$ cat config.mk
export PLATFORM = sky130hd
export DESIGN_NAME = turf_bus_to_axis
export DESIGN_NICKNAME = d
export VERILOG_FILES = /design/src/rtl/turf_bus_to_axis.sv
export SDC_FILE = /design/constraint.sdc
export NUM_CORES = 1
export LEC_CHECK = 0
export ABC_AREA = 1
export CORE_MARGIN = 4
export CORE_UTILIZATION = 53
export DETAILED_ROUTE_END_ITERATION = 6
export MAX_ROUTING_LAYER = met4
export PLACE_DENSITY_LB_ADDON = 0.3
export SLEW_MARGIN = 15
export SYNTH_ARGS = -nofsm -noshare
export SYNTH_HDL_FRONTEND = slang
export SYNTH_SLANG_ARGS = --single-unit
$ cat constraint.sdc
create_clock -name clk -period 6.4 [get_ports clk]
set_clock_uncertainty 0.05 [all_clocks]
set_input_delay 1.6 -clock clk [delete_from_list [all_inputs] [get_ports clk]]
set_output_delay 1.6 -clock clk [all_outputs]
set_load 0.005 [all_outputs]
$ cat src/rtl/turf_bus_to_axis.sv
// turf_bus_to_axis: bridges en/wr/ack register cycles onto a 2-word AXI4-stream request
// and completes each cycle from the matching 2-word response, with a response timeout.
// Ports:
//   clk, rst                      clock, synchronous active-high reset
//   en_i, wr_i, adr_i, dat_i      bus request (held until ack_o), direction, address, write data
//   ack_o, dat_o                  one-cycle completion strobe, read data valid with ack_o
//   m_axis_tdata/tvalid/tready    request stream (header word, then data word)
//   s_axis_tdata/tvalid/tready    response stream (echoed header, then data word)
//   timeout_o, timeout_count_o    timed-out completion strobe, saturating timeout count
module turf_bus_to_axis #(
    parameter int unsigned TIMEOUT_CYCLES = 1024,
    parameter logic [31:0] TIMEOUT_DATA   = 32'hBADC0FFE
) (
    input  logic        clk,
    input  logic        rst,
    input  logic        en_i,
    input  logic        wr_i,
    input  logic [27:0] adr_i,
    input  logic [31:0] dat_i,
    output logic        ack_o,
    output logic [31:0] dat_o,
    output logic [31:0] m_axis_tdata,
    output logic        m_axis_tvalid,
    input  logic        m_axis_tready,
    input  logic [31:0] s_axis_tdata,
    input  logic        s_axis_tvalid,
    output logic        s_axis_tready,
    output logic        timeout_o,
    output logic [15:0] timeout_count_o
);
    typedef enum logic [2:0] {IDLE, REQ0, REQ1, RSP0, DROP, RSP1, FLUSH0, FLUSH1} state_t;
    state_t state, state_nx;
    logic [31:0] hdr, word1, timer;
    logic active, expired, m_beat, s_beat, done, to;
    always_comb begin
        active = state inside {REQ0, REQ1, RSP0, DROP, RSP1};
        expired = active && timer == 32'd0;
        m_axis_tvalid = state inside {REQ0, REQ1, FLUSH0, FLUSH1};
        m_axis_tdata = (state == REQ0 || state == FLUSH0) ? hdr : word1;
        // A header is never accepted on the expiry cycle, so response pairs stay aligned.
        s_axis_tready = state == RSP1 || state == DROP || (state == RSP0 && !expired);
        m_beat = m_axis_tvalid && m_axis_tready;
        s_beat = s_axis_tvalid && s_axis_tready;
        done = state == RSP1 && s_beat;
        to = expired && !done;
        state_nx = state;
        case (state)
            IDLE:    state_nx = en_i ? REQ0 : IDLE;
            // A request already on the wire must finish even after the bus cycle times out.
            REQ0:    state_nx = m_beat ? (expired ? FLUSH1 : REQ1) : (expired ? FLUSH0 : REQ0);
            REQ1:    state_nx = m_beat ? (expired ? IDLE : RSP0) : (expired ? FLUSH1 : REQ1);
            RSP0:    state_nx = expired ? IDLE : !s_beat ? RSP0 : (s_axis_tdata == hdr) ? RSP1 : DROP;
            DROP:    state_nx = expired ? IDLE : s_beat ? RSP0 : DROP;
            RSP1:    state_nx = (s_beat || expired) ? IDLE : RSP1;
            FLUSH0:  state_nx = m_beat ? FLUSH1 : FLUSH0;
            FLUSH1:  state_nx = m_beat ? IDLE : FLUSH1;
            default: state_nx = IDLE;
        endcase
    end
    always_ff @(posedge clk) begin
        if (rst) begin
            state <= IDLE;
            hdr <= '0;
            word1 <= '0;
            timer <= '0;
            ack_o <= 1'b0;
            dat_o <= '0;
            timeout_o <= 1'b0;
            timeout_count_o <= '0;
        end else begin
            state <= state_nx;
            ack_o <= done || to;
            timeout_o <= to;
            if (done)
                dat_o <= s_axis_tdata;
            else if (to)
                dat_o <= TIMEOUT_DATA;
            if (to && timeout_count_o != 16'hFFFF)
                timeout_count_o <= timeout_count_o + 16'd1;
            if (state == IDLE && en_i) begin
                hdr <= {wr_i, 3'b000, adr_i};
                word1 <= wr_i ? dat_i : 32'h0;
                timer <= TIMEOUT_CYCLES;
            end else if (active && timer != 32'd0) begin
                timer <= timer - 32'd1;
            end
        end
    end
endmodule

==> impl_metrics.env <==
export IMPL_postPlaceCellArea_um2=9070
export IMPL_ys_warnings_count=0
export IMPL_dr_first_iter_drc_count=695
export IMPL_layout_drive_gt1_share=0.0684
export IMPL_synth_area_um2=7220
export IMPL_crit_fanout=61
export IMPL_min_period_ns=4.49
export IMPL_async_flop_share=0
export IMPL_viasPerCell=5.41
export IMPL_slew_viol_final=0
export IMPL_cts_sinks=146
export IMPL_grt_pass1_wl_um=34700
export IMPL_fmax_mhz=223
export IMPL_port_buffers=181
export IMPL_crit_chain="nand2_1, inv_1, nand2_1, nand2_2, nand2_1, o21ai_0, clkdlybuf4s50_1"
export IMPL_grt_pass1_vias=7098
export IMPL_worst_pin_slew_ns=0.983
export IMPL_start_util=0.543
export IMPL_grt_overflow=0
export IMPL_routed_wl_um=21400
export IMPL_syn2layout_area_growth_pct=33.1
export IMPL_crit_buf_inv=2
export IMPL_route_detailed_drc=0
export IMPL_drv_cap=0
export IMPL_htree_num_levels=4
export IMPL_firstDrtPassIters=5
export IMPL_p_per_area_nw_per_um2=493
export IMPL_grt_total_usage=0.279
export IMPL_cp_required_ns=4.75
export IMPL_syn_inst=998
export IMPL_crit_arrival_ns=2.84
export IMPL_utilization=0.723
export IMPL_slowest_delay_ns=0.72
export IMPL_synth_edf_count=0
export IMPL_slew_headroom=0.342
export IMPL_cts_resized=0
export IMPL_clockBufferDepth=2
export IMPL_fin_area_um2=9610
export IMPL_synthTopCellsByCount="nand2_1, dfxtp_1, inv_1, nor2_1, o21ai_0"
export IMPL_synth_nets=1102
export IMPL_routabilityCongestion=0.911
export IMPL_dp_cells=1314
export IMPL_finalNetCount=1261
export IMPL_dieHeight_um=125
export IMPL_clock_latency_ns=0.42
export IMPL_instances_no_fill=1346
export IMPL_final_hold_viol_count=0
export IMPL_final_setup_tns_ns=0
export IMPL_avgSynthCellArea_um2=7.24
export IMPL_p_leak_nw=3.87
export IMPL_root_buffer="clkbuf_16"
export IMPL_ios=182
export IMPL_die_x_um=125
export IMPL_multi_input_area_um2=3670
export IMPL_fp_coreArea_um2=13300
export IMPL_fin_crit_sh=0.701
export IMPL_diodes=0
export IMPL_synth_top_area_cell="dfxtp_1"
export IMPL_grt_max_degree=69
export IMPL_vias=7286
export IMPL_dieArea_um2=15600
export IMPL_status="finished clean"
export IMPL_rsz0062_at_grt="no"
export IMPL_ys_ff_latch=146
export IMPL_yosysTopAreaCellShare=0.405
export IMPL_regArea_um2=2920
export IMPL_fill_cells=1069
export IMPL_ant_nets=0
export IMPL_antenna_found_initial=0
export IMPL_crit_type="reg -> out"
export IMPL_clk_pin_slew_ns=0.06
export IMPL_synth_area_leaders="dfxtp_1, nand2_1, inv_1"
export IMPL_worst_setup_path_start_kind="flip-flop"
export IMPL_whs_ns=0.410
export IMPL_hold_class="reg -> reg"
export IMPL_crit_path_end_kind="primary output"
export IMPL_synth_flop_cell="dfxtp_1"
export IMPL_setup_viol=0
export IMPL_ys_seq_area_frac=0.405
export IMPL_post_cts_buffers=0
export IMPL_yosysMostFrequentCell="nand2_1"
export IMPL_cts_made_buffers=17
export IMPL_cts_tree="done"
export IMPL_peakVddDrop_uv=282
export IMPL_hpwl_um=15600
export IMPL_row_count=42
export IMPL_crit_path_top_delay_cell="nand2_2"
export IMPL_cp_top_family="simple AND/OR/NAND/NOR gates"
export IMPL_cts_hold_buf=0
export IMPL_synth_distinct_cells=41
export IMPL_wl_per_cell_um=15.9
export IMPL_crit_path_frequent_cell="nand2_1"
[final timing paths]
check | startpoint | end | slack [ns] | depth (start not counted)
max | state[1] | m_axis_tdata[31] | 1.91 | 7
min reg2reg | timer[0] | timer[0] | 0.41 | 2
max reg2reg | state[0] | timer[17] | 3.82 | 6
min | timer[0] | timer[0] | 0.41 | 2
[logic make-up (layout without fill, tap and decap cells)]
| family | count (synthesis) | after routing | synth area share |
|---|---|---|---|
| simple gates | 466 | 466 | 0.292 |
| flops | 146 | 146 | 0.405 |
| fa+ha+maj | 6 | 6 | 0.0104 |
| buf+inv | 154 | 326 | 0.0885 |
| compound gates | 174 | 174 | 0.142 |
| xor+xnor | 52 | 52 | 0.0631 |
[state kept, by name (all words and copies together), names as in the netlist]
| register | flops |
|---|---|
| dat_o | 32 |
| timer | 32 |
| word1 | 32 |
| hdr | 29 |
| timeout_count_o | 16 |
| state | 3 |
| ack_o | 1 |
| timeout_o | 1 |
[power breakdown]
part	switching (W)	leakage [nW]	internal, W	total (W)
logic	0.00158	2.41	0.000947	0.00252
registers	0.000184	1.19	0.00110	0.00128
clock network	0.000412	0.274	0.000524	0.000936
total	0.00217	3.87	0.00257	0.00474
[layout make-up]
type                            instances  area share
Sequential cell                       146       0.304
Inverter                              110      0.0435
Clock buffer                           20      0.0475
Tap cell                              176      0.0229
Timing Repair Buffer                  184       0.190
Multi-Input combinational cell        698       0.382
Clock inverter                         12     0.00989
[cell usage in the layout, fill, tap and decap left out, types with 2 or more instances in the layout]
| cell | synthesis | layout |
|---|---|---|
| nand2_4 | 3 | 3 |
| o21ai_0 | 72 | 72 |
| o221ai_1 | 21 | 21 |
| clkinv_2 | 0 | 3 |
| clkbuf_16 | 0 | 17 |
| clkbuf_8 | 0 | 2 |
| nand2_2 | 8 | 10 |
| inv_2 | 6 | 6 |
| xor2_1 | 11 | 11 |
| a211oi_1 | 2 | 2 |
| dfxtp_1 | 146 | 146 |
| nand4_1 | 25 | 25 |
| inv_1 | 103 | 103 |
| nor3_1 | 14 | 14 |
| xnor2_1 | 41 | 41 |
| clkinv_4 | 1 | 3 |
| nor3b_1 | 3 | 3 |
| nor4_1 | 3 | 3 |
| nand3_1 | 64 | 64 |
| a31oi_1 | 3 | 3 |
| nor2_2 | 12 | 12 |
| o21a_1 | 2 | 2 |
| inv_6 | 0 | 5 |
| buf_4 | 1 | 3 |
| a22o_1 | 13 | 13 |
| nor2_1 | 76 | 75 |
| ha_1 | 6 | 6 |
| nor2_4 | 8 | 9 |
| o21ai_1 | 3 | 3 |
| clkdlybuf4s50_1 | 0 | 180 |
| a21oi_1 | 55 | 55 |
| nand2_1 | 243 | 241 |
[stage by stage]
step / setup slack (ns) / power, W
detailed placement: 1.71 / 0.00379
finish: 1.91 / 0.00474
floorplan: 3.52 / 0.00320
global placement: 1.73 / 0.00373
CTS: 1.93 / 0.00474
global route: 1.70 / 0.00513
[metal layers]
layer	vias up	track usage	routed length (um)
li1	3595	-	-
met5	-	-	0
met2	257	0.471	10700
met4	0	0.0864	538
met1	3393	0.323	8750
met3	41	0.0780	1460
[worst register-to-register path, delay by kind of cell (launching register included)]
family / cells / cell delay, ns
buffers and inverters: 2 / 1.15
AND/OR/NAND/NOR: 4 / 0.90
flip-flops: 1 / 0.38
(Power assumes the default switching activity.)
